$ cat config.mk
export PLATFORM = sky130hd
export DESIGN_NAME = main_ctrl
export DESIGN_NICKNAME = d
export VERILOG_FILES = /design/src/rtl/main_ctrl.sv
export SDC_FILE = /design/constraint.sdc
export NUM_CORES = 1
export LEC_CHECK = 0
export CAP_MARGIN = 20
export CORE_MARGIN = 1.5
export CORE_UTILIZATION = 28
export CTS_BUF_LIST = sky130_fd_sc_hd__clkbuf_2 sky130_fd_sc_hd__clkbuf_4 sky130_fd_sc_hd__clkbuf_8
export DETAILED_ROUTE_END_ITERATION = 12
export GPL_ROUTABILITY_DRIVEN = 0
export HOLD_SLACK_MARGIN = 0.03
export PLACE_DENSITY = 0.78
export SYNTH_ARGS = -nofsm -noshare
export SYNTH_HDL_FRONTEND = slang
export SYNTH_SLANG_ARGS = --single-unit
$ cat constraint.sdc
create_clock -name clk -period 1.55 [get_ports clk]
set_input_delay 0.465 -clock clk [delete_from_list [all_inputs] [get_ports clk]]
set_output_delay 0.465 -clock clk [all_outputs]
set_load 0.03 [all_outputs]
$ cat src/rtl/main_ctrl.sv
// Multicycle main controller: fetch/decode/execute/memory/writeback sequencing.
// Optional retired-instruction counter enabled by MAIN_CTRL_RETIRE_CNT_EN.
`timescale 1ns/1ps
module main_ctrl #(
  parameter logic [3:0] CMP_CMD = 4'b1010
) (
  input  logic        clk,
  input  logic        reset_n,
  input  logic [1:0]  op,
  input  logic [5:0]  funct,
  input  logic [3:0]  rd,
  input  logic        mem_ready,
  output logic        mem_req,
  output logic        ir_write,
  output logic        next_pc,
  output logic        adr_src,
  output logic [1:0]  alu_src_a,
  output logic [1:0]  alu_src_b,
  output logic [1:0]  result_src,
  output logic [1:0]  alu_control,
  output logic        pcs,
  output logic        reg_w,
  output logic        mem_w,
  output logic [1:0]  flag_w,
  output logic        no_write,
  output logic        branch,
  output logic        illegal_op,
  output logic [3:0]  state,
  output logic [31:0] instr_retired
);

  typedef enum logic [3:0] {
    S_FETCH  = 4'd0, S_DECODE = 4'd1, S_MEMADR = 4'd2, S_MEMRD  = 4'd3,
    S_MEMWB  = 4'd4, S_MEMWR  = 4'd5, S_EXECR  = 4'd6, S_EXECI  = 4'd7,
    S_ALUWB  = 4'd8, S_BRANCH = 4'd9
  } state_t;

  state_t r_state, w_next;

  logic [3:0] w_cmd;
  logic [1:0] w_alu_exec;
  logic       w_cmd_ok, w_arith;

  logic       w_mem_req, w_ir_write, w_next_pc, w_adr_src;
  logic [1:0] w_alu_src_a, w_alu_src_b, w_result_src, w_alu_control, w_flag_w;
  logic       w_reg_w, w_mem_w, w_no_write, w_branch, w_illegal;

  assign w_cmd = funct[4:1];

  always_ff @(posedge clk or negedge reset_n) begin
    if (!reset_n) r_state <= S_FETCH;
    else          r_state <= w_next;
  end

  // cmd decode shared by both EXEC states and ALUWB
  always_comb begin
    w_alu_exec = 2'b00;
    w_cmd_ok   = 1'b1;
    w_arith    = 1'b0;
    if (w_cmd == CMP_CMD) begin
      w_alu_exec = 2'b01;
      w_arith    = 1'b1;
    end else begin
      case (w_cmd)
        4'b0100: begin w_alu_exec = 2'b00; w_arith = 1'b1; end
        4'b0010: begin w_alu_exec = 2'b01; w_arith = 1'b1; end
        4'b0000: w_alu_exec = 2'b10;
        4'b1100: w_alu_exec = 2'b11;
        default: w_cmd_ok = 1'b0;
      endcase
    end
  end

  always_comb begin
    w_next = S_FETCH;
    case (r_state)
      S_FETCH:  w_next = mem_ready ? S_DECODE : S_FETCH;
      S_DECODE: begin
        case (op)
          2'b00:   w_next = funct[5] ? S_EXECI : S_EXECR;
          2'b01:   w_next = S_MEMADR;
          2'b10:   w_next = S_BRANCH;
          default: w_next = S_FETCH;
        endcase
      end
      S_MEMADR: w_next = funct[0] ? S_MEMRD : S_MEMWR;
      S_MEMRD:  w_next = mem_ready ? S_MEMWB : S_MEMRD;
      S_MEMWR:  w_next = mem_ready ? S_FETCH : S_MEMWR;
      S_EXECR,
      S_EXECI:  w_next = S_ALUWB;
      default:  w_next = S_FETCH;
    endcase
  end

  always_comb begin
    w_mem_req     = 1'b0;
    w_ir_write    = 1'b0;
    w_next_pc     = 1'b0;
    w_adr_src     = 1'b0;
    w_alu_src_a   = 2'd0;
    w_alu_src_b   = 2'd0;
    w_result_src  = 2'd0;
    w_alu_control = 2'b00;
    w_reg_w       = 1'b0;
    w_mem_w       = 1'b0;
    w_flag_w      = 2'b00;
    w_no_write    = 1'b0;
    w_branch      = 1'b0;
    w_illegal     = 1'b0;
    case (r_state)
      S_FETCH: begin
        w_mem_req    = 1'b1;
        w_alu_src_a  = 2'd1;
        w_alu_src_b  = 2'd2;
        w_result_src = 2'd2;
        w_ir_write   = mem_ready;
        w_next_pc    = mem_ready;
      end
      S_DECODE: begin
        w_alu_src_a  = 2'd1;
        w_alu_src_b  = 2'd2;
        w_result_src = 2'd2;
        w_illegal    = (op == 2'b11);
      end
      S_MEMADR: w_alu_src_b = 2'd1;
      S_MEMRD: begin
        w_mem_req = 1'b1;
        w_adr_src = 1'b1;
      end
      S_MEMWR: begin
        w_mem_req = 1'b1;
        w_adr_src = 1'b1;
        w_mem_w   = mem_ready;
      end
      S_MEMWB: begin
        w_result_src = 2'd1;
        w_reg_w      = 1'b1;
      end
      S_EXECR, S_EXECI: begin
        w_alu_src_b   = (r_state == S_EXECI) ? 2'd1 : 2'd0;
        w_alu_control = w_alu_exec;
        w_illegal     = ~w_cmd_ok;
        w_flag_w      = {funct[0], funct[0] & w_arith};
      end
      S_ALUWB: begin
        w_reg_w    = 1'b1;
        w_no_write = (w_cmd == CMP_CMD) | ~w_cmd_ok;
      end
      S_BRANCH: begin
        w_alu_src_b  = 2'd1;
        w_result_src = 2'd2;
        w_branch     = 1'b1;
      end
      default: ;
    endcase
  end

  // Enables are forced low while reset is held; everything else shows FETCH.
  assign mem_req     = w_mem_req  & reset_n;
  assign ir_write    = w_ir_write & reset_n;
  assign next_pc     = w_next_pc  & reset_n;
  assign reg_w       = w_reg_w    & reset_n;
  assign mem_w       = w_mem_w    & reset_n;
  assign branch      = w_branch   & reset_n;
  assign illegal_op  = w_illegal  & reset_n;
  assign flag_w      = w_flag_w & {2{reset_n}};
  assign pcs         = (w_branch | (w_reg_w & (rd == 4'hF))) & reset_n;
  assign adr_src     = w_adr_src;
  assign alu_src_a   = w_alu_src_a;
  assign alu_src_b   = w_alu_src_b;
  assign result_src  = w_result_src;
  assign alu_control = w_alu_control;
  assign no_write    = w_no_write;
  assign state       = r_state;

`ifdef MAIN_CTRL_RETIRE_CNT_EN
  logic [31:0] r_retired;
  logic        w_retire;

  assign w_retire = (r_state == S_ALUWB) || (r_state == S_MEMWB) ||
                    (r_state == S_BRANCH) || ((r_state == S_MEMWR) && mem_ready);

  always_ff @(posedge clk or negedge reset_n) begin
    if (!reset_n)      r_retired <= 32'd0;
    else if (w_retire) r_retired <= r_retired + 32'd1;
  end

  assign instr_retired = r_retired;
`else
  assign instr_retired = 32'd0;
`endif

endmodule

==> flow_summary.ini, run 1 <==
[sta]
setup_ws_ns = -0.5458
fin_setup_tns_ns = -6.977
timing.fmax_mhz = 477.1
drv_slew = 0
hold_violations = 0
worst_clock_skew_ns = 0.0006238
rsz0062_at_grt = yes
period_needed_ns = 2.096
setup_violations = 19
fin_crit_sh_pct = 135.2

[synth]
synth_edf_count = 0
yosys_register_bits = 4
async_reset_ff_share_pct = 100.0
synth_cell_types = 37
synthTopCellsByCount = buf_4 (35), nor3_1 (6), dfrtp_1 (4), nand2_1 (4)
muxShareOfSynthArea_pct = 2.787
yosys.area_share.simple_pct = 24.26
synth_top_family_by_area = buffers and inverters
yosysSeqAreaShare_pct = 13.11
syn_area_sq_um = 763.2
syn_area_per_cell_sq_um = 7.557
ys_top_cells_by_area = buf_4 (34%), dfrtp_1 (13%), nor3_1 (3.9%)
synthCells = 101
synth_compound_area_share_pct = 15.74
yosys.area.top_type = buf_4
synth_xor_area_share_pct = 3.443
synth.most_common_cell = buf_4
synthAdderAreaFrac_pct = 0
synth-main-ff-cell = dfrtp_1
netlist.area_leader.share_pct = 34.43
yosysWarnings = 0

[critical_path]
max_stage_delay_ns = 0.41
path_buf_inv = 1
cp_max_fo = 3
critical_path_arrival_ns = 1.63
crit_path_start_kind = flop
cp.required_ns = 1.08
cp-end-kind = output pin
slowest_stage = dfrtp_2
critPathTopFamily = simple AND/OR/NAND/NOR gates
path_class = reg -> out
path_cells = nand2b_4 -> or2_4 -> or3_4 -> a21oi_4 -> buf_6

[global_route]
antenna_found_initial = 0
grt_max_degree = 12
overflow = 0
track_usage_pct = 16.73
grt_pass1_wl_um = 4215
grt_pass1_vias = 895

[placed_design]
place_area_sq_um = 1325
port-buffer-count = 37
dp.final_hpwl_um = 2073

[flow_run]
cap_violations = 0

[detailed_routing]
wl_per_cell_um = 13.15
vias_per_cell = 4.492
firstDrtPassIters = 4
vias = 876
drt-initial-drc-count = 23
wirelength_um = 2565
drc = 0
postRouteAntennaNets = 0

[floorplan]
die_w_um = 55.21
core_sq_um = 2522
start_util_pct = 30.26
rows = 18
dieHeight_um = 55.21
dieArea_sq_um = 3048
pin_count = 71

[outcome]
violations = setup timing
status = complete, but fails checks

[cts]
clkTransAtPathRegs_ns = 0.04
numCtsBuffers = 3
worstSkewPairLatency_ns = 0.23
htree_levels = 1
cts_buffer_depth = 2
clk_root_buffer_cell = clkbuf_4
clock_sinks = 4
cts_tree = yes

[cells_and_area]
syn2layout_area_growth_pct = 98.69
num_antenna_cells = 0
drive_gt1_share_pct = 60.00
fin_nets = 182
largest_reg_flops = 4
finalInstanceArea_sq_um = 1516

[pwr]
p_leak_uw = 0.0006899
ir_drop_v = 0.0008998
power_density_nw_per_um2 = 1602

[min_path]
hold_path.class = in -> async
[placed cells by master (no fill, tap or decap), types with 2 or more instances in the layout]
| cell type | instances |
|---|---|
| nor3_4 | 4 |
| clkdlybuf4s15_1 | 2 |
| or4_4 | 2 |
| xor2_1 | 2 |
| nor4_2 | 2 |
| dlygate4sd2_1 | 4 |
| conb_1 | 33 |
| a21oi_1 | 2 |
| buf_4 | 37 |
| nand2_1 | 2 |
| inv_4 | 2 |
| buf_8 | 2 |
| dfrtp_2 | 4 |
| buf_6 | 17 |
| clkbuf_4 | 3 |
| clkdlybuf4s50_1 | 5 |
| inv_2 | 2 |
| a2111oi_4 | 2 |
| o21ai_0 | 2 |
[worst reg2reg max path, stage by stage (launching register included)]
cell and delay [ns]:
dfrtp_2 0.40, nand2b_2 0.18, buf_4 0.17, or4_4 0.46, o22ai_2 0.17
[worst paths after layout]
kind,cells past startpoint,to,slack [ns],startpoint
max in group asynchronous,2,state[0]$_DFF_PN0_,1.02,reset_n
hold / removal,2,state[3]$_DFF_PN0_,0.42,reset_n
setup / recovery,5,illegal_op,-0.55,state[3]$_DFF_PN0_
hold reg to reg,2,state[1]$_DFF_PN0_,0.70,state[3]$_DFF_PN0_
setup reg to reg,4,state[2]$_DFF_PN0_,0.08,state[1]$_DFF_PN0_
min in group clk,2,state[1]$_DFF_PN0_,0.70,state[3]$_DFF_PN0_
[cell families after synthesis]
group | count (synthesis)
buf+inv | 44
simple gates | 30
compound gates | 17
flops | 4
xor+xnor | 3
mux | 2
other cells | 1
[where the power goes]
| part | internal, uW | switching (uW) |
|---|---|---|
| sequential | 156 | 43.1 |
| clock | 86.5 | 41.1 |
| combinational | 928 | 1180 |
[per-stage QoR]
| stage | power [uW] | utilization, % | setup WS, ns | hold WS (ns) | cells |
|---|---|---|---|---|---|
| final | 2430 | 60.12 | -0.5458 | 0.4175 | 195 |
| after detailed placement | 1985 | 52.53 | -0.9143 | 0.7016 | 190 |
| after global placement | 1942 | 52.53 | -0.8226 | 0.6914 | 190 |
| after floorplan | 1420 | - | -0.6053 | 0.1694 | 133 |
| after global routing | 2554 | 60.12 | -0.5990 | 0.4260 | 195 |
| after CTS | 2267 | 57.29 | -0.5633 | 0.4014 | 195 |
[repair_timing]
action	CTS	global route
buffers inserted	2	0
endpoints found under the setup margin	22	22
resized for setup	48	15
hold buffers	0	0
pin swaps	9	2
[routing by layer]
metal  up-vias  wire [um]  GRT usage, %
li1        413          -             -
met1       406        986         19.05
met4         0          0         2.091
met3         0        165         2.342
met5         -          0             0
met2        57       1412         33.16
[cell type report]
| cell class | count | area [sq um] |
|---|---|---|
| inverter | 5 | 23.77 |
| clock buffer | 3 | 22.52 |
| timing repair buffer | 68 | 624.3 |
| tap | 30 | 37.54 |
| fill | 228 | 1006 |
| multi-input combinational | 85 | 703.2 |
| sequential | 4 | 105.1 |
No activity file was read; power rests on OpenSTA's default activity.
==> run 2: changes to the inputs <==
--- a/config.mk
+++ b/config.mk
@@ -13,6 +13,7 @@
 export GPL_ROUTABILITY_DRIVEN = 0
 export HOLD_SLACK_MARGIN = 0.03
 export PLACE_DENSITY = 0.78
+export SETUP_SLACK_MARGIN = 0.2
 export SYNTH_ARGS = -nofsm -noshare
 export SYNTH_HDL_FRONTEND = slang
 export SYNTH_SLANG_ARGS = --single-unit
==> flow_summary.ini, run 2 (synthesis results as in run 1) <==
[cts]
clock_sinks = 4
clkTransAtPathRegs_ns = 0.04
hold_buffers = 0
worstSkewPairLatency_ns = 0.24
clk_root_buffer_cell = clkbuf_4
cts_tree = yes
htree_levels = 1
numCtsBuffers = 3
cts_buffer_depth = 2

[sta]
holdWs_ns = 0.4439
timing.fmax_mhz = 473.2
rsz0062_at_grt = yes
drv_slew = 0
setup_violations = 24
period_needed_ns = 2.113
fin_crit_sh_pct = 136.3
worst_clock_skew_ns = 0.005022
setup_ws_ns = -0.5633
hold_violations = 0

[cells_and_area]
largest_reg_flops = 4
drive_gt1_share_pct = 64.80
finalInstanceArea_sq_um = 1693
stdcell_count = 209
final_cell_mix = buf_4 (38), conb_1 (33), buf_6 (32)
layout_commonest_cell = buf_4
syn2layout_area_growth_pct = 121.8
num_antenna_cells = 0
fin_nets = 196

[floorplan]
start_util_pct = 30.26
rows = 18
pin_count = 71
core_sq_um = 2522
dieArea_sq_um = 3048
die_w_um = 55.21
dieHeight_um = 55.21

[detailed_routing]
drc = 0
wl_per_cell_um = 14.12
vias_per_cell = 4.660
firstDrtPassIters = 4
postRouteAntennaNets = 0
drt-initial-drc-count = 22
wirelength_um = 2951
vias = 974

[global_route]
grt_max_degree = 8
antenna_found_initial = 0
grt_pass1_wl_um = 4519
grt_pass1_vias = 971
track_usage_pct = 18.59
overflow = 0

[placed_design]
place_area_sq_um = 1348
pre_cts_slack_ns = -0.8733
placed_cells = 193
port-buffer-count = 37
dp.final_hpwl_um = 2109

[critical_path]
crit_path_start_kind = flop
cp-end-kind = output pin
cp.required_ns = 1.08
path_class = reg -> out
cp_max_fo = 4
critical_path_arrival_ns = 1.65

[outcome]
status = complete, but fails checks
violations = setup timing

[pwr]
power.internal_uw = 1388
ir_drop_v = 0.0009092
p_clk_share_pct = 4.8
p_seq_share_pct = 7.8
p_sw_uw = 1373
power_density_nw_per_um2 = 1631
p_leak_uw = 0.0007780
swShare_pct = 49.73
combPwrFrac_pct = 87.4

[min_path]
hold_path.class = in -> async

[flow_run]
cap_violations = 0
run 2: power groups by stage:
| stage | combinational, uW | sequential [uW] | clock, uW |
|---|---|---|---|
| 6_report | 2410 | 216 | 131 |
| 5_1_grt | 2540 | 217 | 149 |
| 4_1_cts | 2240 | 207 | 135 |
| 3_5_place_dp | 1800 | 202 | 0 |
| 3_3_place_gp | 1770 | 200 | 0 |
| 2_1_floorplan | 1120 | 307 | 0 |
run 2: metal layers:
layer / vias to the layer above / global-route usage [%] / part of all wire (%) / wire (um)
li1: 443 / - / - / -
met2: 63 / 35.20 / 56 / 1664
met5: - / 0 / 0 / 0
met3: 6 / 5.152 / 8.2 / 241
met1: 462 / 19.66 / 33 / 985
met4: 0 / 5.575 / 2.0 / 59
run 2: worst paths after layout:
kind,start,endpoint,slack (ns),cells after the start
worst min-delay path,reset_n,state[0]$_DFF_PN0_,0.44,2
worst max-delay path,state[3]$_DFF_PN0_,illegal_op,-0.56,5
min in group clk,op[0],state[3]$_DFF_PN0_,0.69,3
worst min register to register,state[1]$_DFF_PN0_,state[2]$_DFF_PN0_,0.83,3
worst max register to register,state[2]$_DFF_PN0_,state[2]$_DFF_PN0_,-0.07,5
max in group asynchronous,reset_n,state[1]$_DFF_PN0_,0.98,2
run 2: area by class of cell:
class	instances	area, sq um
clock buffer	3	22.52
fill	215	829.5
inverter	5	21.27
multi-input combinational	85	742.0
sequential	4	105.1
tap	30	37.54
timing repair buffer	82	764.5
run 2: timing repair:
action | 4_1_cts | 5_1_grt
buffers inserted | 10 | 3
pin swaps | 12 | 4
resized for setup | 65 | 12
setup endpoints to repair | 27 | 26
run 2: worst max-delay path, cell delays in order, from the launching register on:
cell and delay [ns]:
dfrtp_2 0.42, nand2b_4 0.15, or2_4 0.23, or3_4 0.34, a21oi_4 0.13, buf_6 0.14
run 2: stage by stage:
step	total power (uW)	utilization, %	setup TNS [ns]
2_1_floorplan	1423	-	-5.753
3_3_place_gp	1969	53.42	-8.401
3_5_place_dp	2006	53.42	-8.986
4_1_cts	2578	63.64	-7.749
5_1_grt	2903	67.11	-9.233
6_report	2761	67.11	-8.163
==> run 3: changes to the inputs <==
--- a/config.mk
+++ b/config.mk
@@ -6,6 +6,7 @@
 export NUM_CORES = 1
 export LEC_CHECK = 0
 export CAP_MARGIN = 20
+export CORE_ASPECT_RATIO = 1.2
 export CORE_MARGIN = 1.5
 export CORE_UTILIZATION = 28
 export CTS_BUF_LIST = sky130_fd_sc_hd__clkbuf_2 sky130_fd_sc_hd__clkbuf_4 sky130_fd_sc_hd__clkbuf_8
@@ -13,6 +14,7 @@
 export GPL_ROUTABILITY_DRIVEN = 0
 export HOLD_SLACK_MARGIN = 0.03
 export PLACE_DENSITY = 0.78
+export RECOVER_POWER = 100
 export SETUP_SLACK_MARGIN = 0.2
 export SYNTH_ARGS = -nofsm -noshare
 export SYNTH_HDL_FRONTEND = slang
==> flow_summary.ini, run 3 (synthesis results as in run 1) <==
[critical_path]
cp-end-kind = output pin
r2r_start = state[3]$_DFF_PN0_
ff2ff_path_depth = 8
path_cells = buf_4 -> or4_4 -> a21oi_4 -> buf_6
crit_path_start_kind = flop
cp.required_ns = 1.08
slowest_stage = or4_4
cp_max_fo = 3
r2r-end = state[2]$_DFF_PN0_
max_stage_delay_ns = 0.56
path_class = reg -> out
r2r_slack_ns = -0.29
critical_path_arrival_ns = 1.65

[global_route]
overflow = 0
grt_pass1_wl_um = 4581
grt_pass1_vias = 961
grt_max_degree = 7
antenna_found_initial = 0
track_usage_pct = 19.72

[detailed_routing]
drc = 0
firstDrtPassIters = 3
postRouteAntennaNets = 0
vias = 997
drt-initial-drc-count = 13
wirelength_um = 3381
wl_per_cell_um = 15.37
vias_per_cell = 4.532

[cells_and_area]
nFillCells = 206
final_cell_mix = buf_6 (37), buf_4 (37), conb_1 (33)
largest_reg_flops = 4
drive_gt1_share_pct = 66.31
num_antenna_cells = 0
stdcell_count = 220
fin_nets = 204
finalInstanceArea_sq_um = 1808
syn2layout_area_growth_pct = 136.9

[floorplan]
dieHeight_um = 60.19
start_util_pct = 29.90
pin_count = 71
dieArea_sq_um = 3049
core_sq_um = 2552
die_w_um = 50.66
rows = 20

[sta]
fin_crit_sh_pct = 136.4
timing.fmax_mhz = 472.8
drv_slew = 0
setup_ws_ns = -0.5649
rsz0062_at_grt = yes
period_needed_ns = 2.115
setup_violations = 25
hold_violations = 0
worst_clock_skew_ns = 0.005353

[cts]
htree_levels = 1
worstSkewPairLatency_ns = 0.23
clock_sinks = 4
clk_root_buffer_cell = clkbuf_4
clkTransAtPathRegs_ns = 0.04
cts_tree = yes
numCtsBuffers = 3
cts_buffer_depth = 2

[pwr]
ir_drop_v = 0.0009206
power_density_nw_per_um2 = 1675
p_leak_uw = 0.0008365

[flow_run]
cap_violations = 0

[placed_design]
place_area_sq_um = 1336
placed_cells = 194
port-buffer-count = 37
dp.final_hpwl_um = 2012

[outcome]
violations = setup timing
status = complete, but fails checks

[min_path]
hold_path.class = in -> async
-- run 3: how the worst max path moves through the flow --
stage / startpoint / endpoint / depth (start not counted)
global placement: funct[4] / illegal_op / 6
detailed placement: funct[4] / illegal_op / 6
CTS: state[3]$_DFF_PN0_ / illegal_op / 5
finish: state[3]$_DFF_PN0_ / illegal_op / 4
global route: state[3]$_DFF_PN0_ / illegal_op / 5
floorplan: state[1]$_DFF_PN0_ / next_pc / 4
-- run 3: power by group --
group | total, uW | switching, uW | leakage [uW] | internal [uW]
sequential | 222 | 66.5 | 0.0000463 | 156
combinational | 2680 | 1370 | 0.000776 | 1310
clock | 126 | 39.5 | 0.0000138 | 86.4
-- run 3: critical path: cells and delay by family (launching register included) --
family | cells | cell delay, ns
simple gates | 1 | 0.56
flops | 1 | 0.40
buf+inv | 2 | 0.29
compound gates | 1 | 0.17
-- run 3: final cells by class --
class	count	area, sq um	area share, %
multi-input cells	85	767.0	42.42
repair buffers	90	850.8	47.06
flip-flops and latches	4	105.1	5.813
clock buffers	3	22.52	1.246
well taps	33	41.29	2.284
inverters	5	21.27	1.176
-- run 3: routing by layer --
layer	vias up	global-route usage (%)	routed length (um)
met5	-	0	0
met4	0	11.97	132
met3	12	3.750	201
met2	50	39.10	1932
met1	475	18.43	1114
li1	460	-	-
-- run 3: repair_timing --
action / 4_1_cts / 5_1_grt
pin swaps: 18 / 6
resized for setup: 77 / 14
gates cloned: 0 / 0
setup buffers: 16 / 7
endpoints found under the setup margin: 27 / 27
hold buffers: 0 / 0
-- run 3: stage by stage --
step / total power [uW] / utilization, % / hold WS [ns] / setup TNS [ns] / setup slack [ns]
global route: 3158 / 70.83 / 0.6546 / -10.21 / -0.5998
finish: 3029 / 70.83 / 0.6272 / -9.124 / -0.5649
global placement: 1947 / 52.35 / 0.6477 / -8.066 / -0.8174
detailed placement: 1975 / 52.35 / 0.6540 / -8.614 / -0.8781
CTS: 2707 / 65.93 / 0.3823 / -8.307 / -0.5290
floorplan: 1423 / - / 0.1694 / -5.753 / -0.6053
